File: src/rtl/doodle_pkg.sv
// Shared types and screen/sprite geometry for the doodle vertical-motion path
// and the platform collision observer.
package doodle_pkg;
  localparam int Y_W           = 10;
  localparam int X_W           = 11;
  localparam int VEL_W         = 8;
  localparam int CALC_W        = 12;
  localparam int DOODLE_H      = 80;
  localparam int SCREEN_BOTTOM = 767;

  typedef enum logic [2:0] {
    IDLE    = 3'd0,
    RISING  = 3'd1,
    FALLING = 3'd2,
    DEAD    = 3'd3
  } phase_t;

  function automatic logic signed [CALC_W-1:0] sext_vel(input logic [VEL_W-1:0] v);
    return {{(CALC_W-VEL_W){v[VEL_W-1]}}, v};
  endfunction
endpackage

File: src/rtl/doodle_collision_latch.sv
// Holds a platform hit seen between frame ticks; the newest pulse wins and a
// pulse on the tick clk itself is forwarded combinationally.
module doodle_collision_latch
  import doodle_pkg::*;
(
  input  logic           clk,
  input  logic           rst,
  input  logic           frame_tick,
  input  logic           enable,
  input  logic           collision,
  input  logic [Y_W-1:0] ground_y,
  output logic           hit,
  output logic [Y_W-1:0] hit_y
);
  logic           pend;
  logic [Y_W-1:0] pend_y;

  always_ff @(posedge clk or posedge rst) begin
    if (rst) begin
      pend   <= 1'b0;
      pend_y <= '0;
    end else if (frame_tick || !enable) begin
      pend <= 1'b0;
    end else if (collision) begin
      pend   <= 1'b1;
      pend_y <= ground_y;
    end
  end

  assign hit   = enable && (pend || collision);
  assign hit_y = (enable && collision) ? ground_y : pend_y;
endmodule

File: src/rtl/doodle_vertical_physics.sv
// Per-frame vertical integrator and game-phase FSM for the doodle: jump,
// gravity, platform bounce, camera scroll above SCROLL_LINE and fall-off death.
module doodle_vertical_physics
  import doodle_pkg::*;
#(
  parameter int JUMP_VEL      = 20,
  parameter int GRAVITY       = 1,
  parameter int MAX_FALL      = 20,
  parameter int DOODLE_H      = doodle_pkg::DOODLE_H,
  parameter int SCROLL_LINE   = 300,
  parameter int SCREEN_BOTTOM = doodle_pkg::SCREEN_BOTTOM,
  parameter int START_Y       = 600
) (
  input  logic                    clk,
  input  logic                    rst,
  input  logic                    frame_tick,
  input  logic                    start,
  input  logic                    doodle_collision,
  input  logic [Y_W-1:0]          ground_y,
  output logic [Y_W-1:0]          doodle_y,
  output logic signed [VEL_W-1:0] velocity,
  output logic [2:0]              state,
  output logic                    bounce,
  output logic                    scroll_valid,
  output logic [Y_W-1:0]          scroll_dy,
  output logic                    game_over
);
  localparam logic signed [CALC_W-1:0] GRAV_S = CALC_W'(GRAVITY);
  localparam logic signed [CALC_W-1:0] MF_S   = CALC_W'(MAX_FALL);
  localparam logic signed [CALC_W-1:0] H_S    = CALC_W'(DOODLE_H);
  localparam logic signed [CALC_W-1:0] SL_S   = CALC_W'(SCROLL_LINE);
  localparam logic signed [CALC_W-1:0] SB_S   = CALC_W'(SCREEN_BOTTOM);
  localparam logic [Y_W-1:0]           START_V  = Y_W'(START_Y);
  localparam logic [Y_W-1:0]           SL_V     = Y_W'(SCROLL_LINE);
  localparam logic [Y_W-1:0]           SB_V     = Y_W'(SCREEN_BOTTOM);
  localparam logic [VEL_W-1:0]         LAUNCH_V = VEL_W'(-JUMP_VEL);

  phase_t                    phase;
  logic                      hit;
  logic [Y_W-1:0]            hit_y;
  logic signed [CALC_W-1:0]  y_s, v_s, ny, nv, nv_fall, land, sdy;

  doodle_collision_latch u_latch (
    .clk        (clk),
    .rst        (rst),
    .frame_tick (frame_tick),
    .enable     (phase == FALLING),
    .collision  (doodle_collision),
    .ground_y   (ground_y),
    .hit        (hit),
    .hit_y      (hit_y)
  );

  always_comb begin
    y_s     = {{(CALC_W-Y_W){1'b0}}, doodle_y};
    v_s     = sext_vel(velocity);
    ny      = y_s + v_s;
    nv      = v_s + GRAV_S;
    nv_fall = (nv > MF_S) ? MF_S : nv;
    land    = {{(CALC_W-Y_W){1'b0}}, hit_y} - H_S;
    sdy     = SL_S - ny;
  end

  always_ff @(posedge clk or posedge rst) begin
    if (rst) begin
      phase        <= IDLE;
      doodle_y     <= START_V;
      velocity     <= '0;
      bounce       <= 1'b0;
      scroll_valid <= 1'b0;
      scroll_dy    <= '0;
      game_over    <= 1'b0;
    end else begin
      bounce       <= 1'b0;
      scroll_valid <= 1'b0;
      if (frame_tick) begin
        case (phase)
          IDLE: begin
            doodle_y <= START_V;
            velocity <= '0;
            if (start) begin
              velocity <= LAUNCH_V;
              phase    <= RISING;
            end
          end
          RISING: begin
            // Anything above the scroll line is handed to the scroller instead.
            if (ny < SL_S) begin
              doodle_y     <= SL_V;
              scroll_dy    <= sdy[Y_W-1:0];
              scroll_valid <= 1'b1;
            end else if (ny > SB_S) begin
              doodle_y <= SB_V;
            end else begin
              doodle_y <= ny[Y_W-1:0];
            end
            velocity <= nv[VEL_W-1:0];
            if (!nv[CALC_W-1]) phase <= FALLING;
          end
          FALLING: begin
            if (hit) begin
              if (land < 0)         doodle_y <= '0;
              else if (land > SB_S) doodle_y <= SB_V;
              else                  doodle_y <= land[Y_W-1:0];
              velocity <= LAUNCH_V;
              bounce   <= 1'b1;
              phase    <= RISING;
            end else begin
              velocity <= nv_fall[VEL_W-1:0];
              if (ny > SB_S) begin
                doodle_y  <= SB_V;
                phase     <= DEAD;
                game_over <= 1'b1;
              end else if (ny < 0) begin
                doodle_y <= '0;
              end else begin
                doodle_y <= ny[Y_W-1:0];
              end
            end
          end
          DEAD: begin
            if (start) begin
              phase     <= IDLE;
              doodle_y  <= START_V;
              velocity  <= '0;
              game_over <= 1'b0;
            end
          end
          default: phase <= IDLE;
        endcase
      end
    end
  end

  assign state = phase;
endmodule

File: config.mk
export PLATFORM = sky130hd
export DESIGN_NAME = doodle_vertical_physics
export DESIGN_NICKNAME = d
export VERILOG_FILES = /design/src/rtl/doodle_pkg.sv /design/src/rtl/doodle_collision_latch.sv /design/src/rtl/doodle_vertical_physics.sv
export SDC_FILE = /design/constraint.sdc
export NUM_CORES = 1
export LEC_CHECK = 0
export ABC_AREA = 1
export CAP_MARGIN = 15
export CORE_ASPECT_RATIO = 0.75
export CORE_MARGIN = 4
export CORE_UTILIZATION = 55
export CTS_CLUSTER_DIAMETER = 80
export CTS_CLUSTER_SIZE = 12
export DETAILED_ROUTE_END_ITERATION = 8
export HOLD_SLACK_MARGIN = 0.12
export PLACE_DENSITY = 0.78
export SLEW_MARGIN = 20
export SYNTH_ARGS = -nofsm -noshare
export SYNTH_HDL_FRONTEND = slang
export SYNTH_SLANG_ARGS = --single-unit
File: constraint.sdc
create_clock -name clk -period 3.2 [get_ports clk]
set_input_delay 0.48 -clock clk [delete_from_list [all_inputs] [get_ports clk]]
set_output_delay 0.48 -clock clk [all_outputs]
set_load 0.01 [all_outputs]
# Yosys cells after proc, flatten, opt, wreduce, memory -nomap -nowiden
# Cells that the tools add are included.
# totals
in_bits,15
register_bits,45
# classes
mux,33
n_eq_ne,9
magnitude_cmp,6
reduce_logical,14
n_addsub,4
bitwise,1
# op_table
op,n
two-way mux 10 bit,9
one-hot mux 10 bit (4 select lines),1
two-way mux 8 bit,4
one-hot mux 8 bit (4 select lines),1
two-way mux 3 bit,5
adder 11 x 8 -> 12 bit,1
"greater-than comparator 12 x 11 -> 1 bit, second input constant",1
"< comparator 12 x 1 -> 1 bit, second input constant",1
"< comparator 12 x 10 -> 1 bit, second input constant",1
one-hot mux 3 bit (4 select lines),1
"greater-than comparator 11 bit, second input constant",1
"< comparator 11 x 1 -> 1 bit, second input constant",1
two-way mux 1 bit,11
"subtractor 10 x 7 -> 11 bit, second input constant",1
"!= test 2 bit, second input constant",5
AND reduction 5 bit,2
"subtractor 10 bit, first input constant",1
"adder 8 x 2 -> 9 bit, second input constant",1
"greater-than comparator 9 x 6 -> 1 bit, second input constant",1
"equality test 3 x 2 -> 1 bit, second input constant",2
AND reduction 3 bit,2
nonzero test 2 bit,2
nonzero test 4 bit,1
"equality test 3 x 1 -> 1 bit, second input constant",1
8 further kinds,10

# Logic depth before layout (Yosys ltp)
# Gate-level depths: netlist of the first run.
# logic_depth
word_depth,9
ltp_mapped,21
mapped_depth_nobuf,20

# Hierarchy
# Synthesis of the first run repeated with hierarchy kept, for this count alone.
# hier_totals
cells_unflattened,557
area_unflattened_um2,3627.2
# by_module_without_submodules
mod,area_per_inst_um2,instances,seq_area_each_um2,cells_each
doodle_vertical_physics,3010.4,1,830.8,473
doodle_collision_latch,616.8,1,275.3,84

# Worst setup path after synthesis of the first run
# OpenSTA, ideal clock, no wires.
# synth_timing
path_type,reg-to-reg
start,"register phase[0], in the netlist state[0]"
end,register doodle_y[4]
required_ns,3.133
stages_incl_launch_ff,22
n_path_buf,1
slack_ns,0.686
arrival_time_ns,2.447
cell_sequence,dfrtp_1 > inv_1 > ha_1 > buf_2 > nand2_2 > nand2_1 > nand2_1 > ha_1 > or2_2 > nor2_1 > nand3_1 > nor2_1 > nand2_1 > nand2_1 > nand2_1 > nand2_1 > nand2_1 > nand2_1 > nand2_1 > nand2_1 > nor2_1 > nor2_1
# synth_between
elab_chain_cells,9
# synth_rtl
item,line_no,rtl
from (decl),doodle_vertical_physics.sv:38,phase_t phase;
from (signal assigned),doodle_vertical_physics.sv:66,phase <= IDLE;
from (signal assigned),doodle_vertical_physics.sv:83,phase <= RISING;
from (signal assigned),doodle_vertical_physics.sv:98,if (!nv[CALC_W-1]) phase <= FALLING;
equality test 3 x 2 -> 1 bit,"doodle_vertical_physics.sv:47, doodle_vertical_physics.sv:77",
logical AND 1 bit,doodle_collision_latch.sv:31,assign hit_y = (enable && collision) ? ground_y : pend_y;
two-way mux 10 bit,doodle_collision_latch.sv:31,
subtractor 10 x 7 -> 11 bit,doodle_vertical_physics.sv:60,"land = {{(CALC_W-Y_W){1'b0}}, hit_y} - H_S;"
greater-than comparator 11 bit,doodle_vertical_physics.sv:103,else if (land > SB_S) doodle_y <= SB_V;
two-way mux 10 bit,doodle_vertical_physics.sv:103,
two-way mux 10 bit,doodle_vertical_physics.sv:102,if (land < 0) doodle_y <= '0;
two-way mux 10 bit,doodle_vertical_physics.sv:101,if (hit) begin
one-hot mux 10 bit (4 select lines),doodle_vertical_physics.sv:77,case (phase)
to (signal assigned),doodle_vertical_physics.sv:95,doodle_y <= ny[Y_W-1:0];
to (signal assigned),doodle_vertical_physics.sv:104,else doodle_y <= land[Y_W-1:0];
to (signal assigned),doodle_vertical_physics.sv:117,doodle_y <= ny[Y_W-1:0];
to (decl),doodle_vertical_physics.sv:20,"output logic [Y_W-1:0] doodle_y,"
# Parallel ways exist; a longest one is shown, timed or not.
# A chain may end at the register's enable or synchronous reset.

# Worst setup path after layout of the first run
# layout_timing
start,"register phase[0], in the netlist state[0]"
end,register doodle_y[6]
# The elaborated chain is that of the path after synthesis.

==> results of run 1 <==
## power groups by stage
| stage | clock network [mW] | registers [mW] | logic [mW] |
|---|---|---|---|
| CTS | 0.471 | 1.02 | 3.84 |
| finish | 0.462 | 1.02 | 3.89 |
| floorplan | 0 | 1.07 | 2.66 |
| global route | 0.500 | 1.06 | 4.37 |
| global placement | 0 | 1.02 | 3.76 |
| detailed placement | 0 | 1.03 | 3.81 |
## routing by layer
layer / part of all wire [%] / up-vias / GRT usage [%]
met5: 0 / - / 0
met4: 0.98 / 0 / 4.33
met3: 7.2 / 12 / 3.82
met2: 44 / 126 / 40.7
met1: 47 / 1706 / 37.4
li1: - / 1901 / -
## layout by cell type (no fill, tap or decap), drive strengths merged, types with 2 or more instances in the layout
cell type,n
nand2,232
inv,68
clkdlybuf4s50,47
nand3,46
o21ai,46
nor2,41
dfrtp,40
ha,20
nand4,13
buf,13
a21oi,12
xor2,7
clkbuf,6
or2,4
dfstp,4
clkinv,4
xnor2,3
o21a,2
## registers in the layout, summed over array words and instances (netlist names)
| signal | count |
|---|---|
| u_latch.pend | 1 |
| u_latch.pend_y | 10 |
| bounce | 1 |
| scroll_valid | 1 |
| velocity | 8 |
| doodle_y | 10 |
| state | 2 |
| scroll_dy | 10 |
| game_over | 1 |
## stage by stage
| step | power [mW] | cells | area [um^2] | TNS [ns] |
|---|---|---|---|---|
| final | 5.37 | 703 | 4350 | 0 |
| after floorplan | 3.73 | 572 | 3660 | 0 |
| after global routing | 5.93 | 703 | 4350 | -0.00163 |
| after global placement | 4.78 | 695 | 4220 | 0 |
| after detailed placement | 4.83 | 695 | 4220 | 0 |
| after CTS | 5.33 | 703 | 4340 | 0 |
## final timing paths
| kind | from | end | slack, ns | cells past startpoint |
|---|---|---|---|---|
| max in group asynchronous | rst | doodle_y[6]$_DFFE_PP1P_ | 2.18 | 3 |
| min | scroll_dy[9]$_DFFE_PP0P_ | scroll_dy[9]$_DFFE_PP0P_ | 0.49 | 2 |
| min in group asynchronous | rst | scroll_dy[8]$_DFFE_PP0P_ | 0.61 | 3 |
| max | state[0]$_DFFE_PP0P_ | doodle_y[6]$_DFFE_PP1P_ | 0.34 | 20 |
| min reg2reg | scroll_dy[9]$_DFFE_PP0P_ | scroll_dy[9]$_DFFE_PP0P_ | 0.49 | 2 |
| max reg2reg | state[0]$_DFFE_PP0P_ | doodle_y[6]$_DFFE_PP1P_ | 0.34 | 20 |
## worst register-to-register path, delay by kind of cell, from the launching register on
family	cells	cell delay, ns
simple gates	16	1.57
buf+inv	2	0.16
flops	1	0.46
fa+ha+maj	2	0.62
## kinds of logic (layout without fill, tap and decap cells)
group / Yosys count / in the layout / share of synthesized area [%]
xor gates and xnor gates: 10 / 10 / 2.60
adders and majority gates: 21 / 21 / 7.39
AOI/OAI and AO/OA: 68 / 68 / 9.99
DFF: 44 / 44 / 30.3
and+or+nand+nor: 339 / 339 / 39.5
other: 1 / 1 / 0.103
buffers and inverters: 89 / 139 / 10.2
## area by class of cell
class / instances / share of cell area (%)
multi-input cells: 439 / 50.2
flip-flops and latches: 44 / 25.4
clock buffers: 6 / 1.90
repair buffers: 60 / 13.1
clock inverters: 2 / 0.892
inverters: 71 / 6.13
well taps: 81 / 2.33
==> parameters.txt, run 1 <==
Parameter                              Value

Outcome
  Outcome ... completed

Yosys
  Number of enable-type register cells in the synthesized netlist ... 0
  Synthesized area divided by synthesized cell count ... 6.39 um^2
  Synthesized instance count ... 572
  Predominant post-synthesis flop cell ... sky130_fd_sc_hd__dfrtp_1
  Post-synth cell types ... 40
  Leading cell types by count after synthesis ... sky130_fd_sc_hd__nand2_1, sky130_fd_sc_hd__inv_1, sky130_fd_sc_hd__nand3_1, sky130_fd_sc_hd__dfrtp_1, sky130_fd_sc_hd__nor2_1
  Syn_nets ... 608
  Most frequent cell after synthesis ... sky130_fd_sc_hd__nand2_1
  Seq cells post-synth ... 44
  Post-Syn Area ... ~3700 um^2
  Portion of synthesized cell area occupied by the leading cell type ... between 20% and 30%
  Sequential element share of the synthesized area ... 30.3%
  Async set-reset flop share out of synthesis ... 100%
  YS warnings ... 0
  Cells taking the most area after synthesis ... sky130_fd_sc_hd__dfrtp_1, sky130_fd_sc_hd__nand2_1, sky130_fd_sc_hd__inv_1
  Post-synth top area cell ... sky130_fd_sc_hd__dfrtp_1

Power
  Clock power share ... 8.6%
  Combinational share of power ... between 70 and 80%
  Switching power of the nets ... about 2.8 mW
  Power per standard cell area ... approximately 1200 nW/um^2
  Net switching fraction of the power ... 52.9%
  Internal power summed over all cells ... 2.53 mW
  Power share of the sequential group ... a little under a fifth
  Static leakage ... roughly 2.4 nW
  VDD IR-drop max ... a little over 0.6 mV

GRT
  Wire length of the first global-routing pass ... between 15000 and 20000 um
  Total global routing overflow ... 0
  Maximum number of pins on one net before global-route repair ... 45
  Antenna violations before repair ... 0
  Via count of the first global-routing pass ... 3485
  Tot GR Track Use ... approximately a quarter

Place
  Post-placement setup slack ... about 0.20 ns
  Port Buf Inserts ... between 40 and 50
  Sum of net half-perimeters after detailed placement ... 7590 um
  Placer Congestion ... just under 1

Critical path
  Start-to-end type of the worst setup path ... reg2reg
  Data required, critical path ... between 3 and 4 ns
  Standard cell with the maximum stage delay on the critical path ... sky130_fd_sc_hd__dfrtp_1
  Top cell by count, worst path ... sky130_fd_sc_hd__nand2_1
  Critical-path maximum fanout ... 15
  Crit-path max cell delay ... approximately 0.46 ns
  Critical path cell sequence ... inv_1 > ha_2 > nand2_4 > nand2_1 > nand2_1 > ha_1 > or2_2 > nor2_1 > nand3_1 > nor2_1 > nand2_1 > nand2_1 > nand2_1 > nand2_1 > nand2_1 > nand2_1 > nand2_1 > nand3_1 > nand2_1 > inv_1
  CP Launch Type ... flop
  Endpoint type of the worst setup path ... flop
  Family with the most delay on the worst path ... simple AND/OR/NAND/NOR gates
  Number of buffers and inverters on the critical path ... 2
  WP data arrival ... about 3.1 ns

STA
  Count of final max-slew check failures ... 0
  Rel. slew slack ... between 50% and 60%
  Period utilization ... approximately nine tenths
  Worst clock skew ... ~0.009 ns
  Slew of the pin with the lowest slew margin ... roughly 0.60 ns
  Hold slack final ... approximately 0.5 ns
  Final setup margin ... between 0.3 and 0.4 ns
  Highest clock rate ... between 300 and 400 MHz
  Final setup fails ... 0
  Final Hold Violating Endpoints ... 0
  Post-route minimum period ... roughly 2.9 ns

Floorplanning
  Die Span X ... a little over 100 um
  Die footprint ... 8030 um^2
  Vertical die dimension ... just under 80 um
  Starting Density ... between 50 and 60%
  Area of the core region ... 6380 um^2
  Top Ports ... between 40 and 50
  Site row count ... 25

Clock network
  Number of gates resized after CTS ... 0
  Total CTS buffers ... 5
  Clock slew at reported path FFs ... about 0.090 ns
  Clk_lat worst skew ... approximately 0.30 ns
  Clock tree from TritonCTS ... yes
  Number of buffers inserted for hold repair after clock tree synthesis ... 0
  Maximum count of clock buffers along a single path ... 2
  Post-CTS setup buffer count ... 0
  Cell at the root of the clock tree ... sky130_fd_sc_hd__clkbuf_8
  Clk sink count ... 44
  Number of H-tree levels ... 2

Cells and area
  Filler cells ... between 500 and 600
  Area growth syn-to-layout ... 18.9%
  Area taken by multi-input logic gates ... around 2200 um^2
  Post-route core utilization ... 68.1%
  # diodes ... 0
  Final #Nets ... 657
  Sequential cell area ... roughly 1100 um^2
  Ratio of cells with drive above 1 in the final layout ... 7.88%

Run
  Max-Cap Viols ... 0

Routing
  First-pass iteration count of the detailed router ... 6
  Post-detailed-routing wire length ... a little under 10000 um
  Post-detailed-route count of antenna-violating nets ... 0
  Initial drt markers ... approximately 270
  Vias/cell ... 5.33
  Avg WL per Cell ... approximately 14 um
  Remaining design rule violation count ... 0
  Vias ... around 3700

Worst hold path
  Path category of the worst min-delay check ... reg2reg
Note: power is estimated with default switching activity, not from simulation.
==> run 2, diff against run 1 <==
--- a/config.mk
+++ b/config.mk
@@ -13,7 +13,6 @@
 export CTS_CLUSTER_DIAMETER = 80
 export CTS_CLUSTER_SIZE = 12
 export DETAILED_ROUTE_END_ITERATION = 8
-export HOLD_SLACK_MARGIN = 0.12
 export PLACE_DENSITY = 0.78
 export SLEW_MARGIN = 20
 export SYNTH_ARGS = -nofsm -noshare
==> results of run 2 <==
Final layout, timing and power as in run 1 (identical DEF).
==> run 3, diff against run 2 <==
--- a/config.mk
+++ b/config.mk
@@ -11,9 +11,9 @@
 export CORE_MARGIN = 4
 export CORE_UTILIZATION = 55
 export CTS_CLUSTER_DIAMETER = 80
-export CTS_CLUSTER_SIZE = 12
 export DETAILED_ROUTE_END_ITERATION = 8
 export PLACE_DENSITY = 0.78
+export SKIP_CTS_REPAIR_TIMING = 1
 export SLEW_MARGIN = 20
 export SYNTH_ARGS = -nofsm -noshare
 export SYNTH_HDL_FRONTEND = slang
==> results of run 3 <==
Final layout, timing and power as in run 1 (identical DEF).
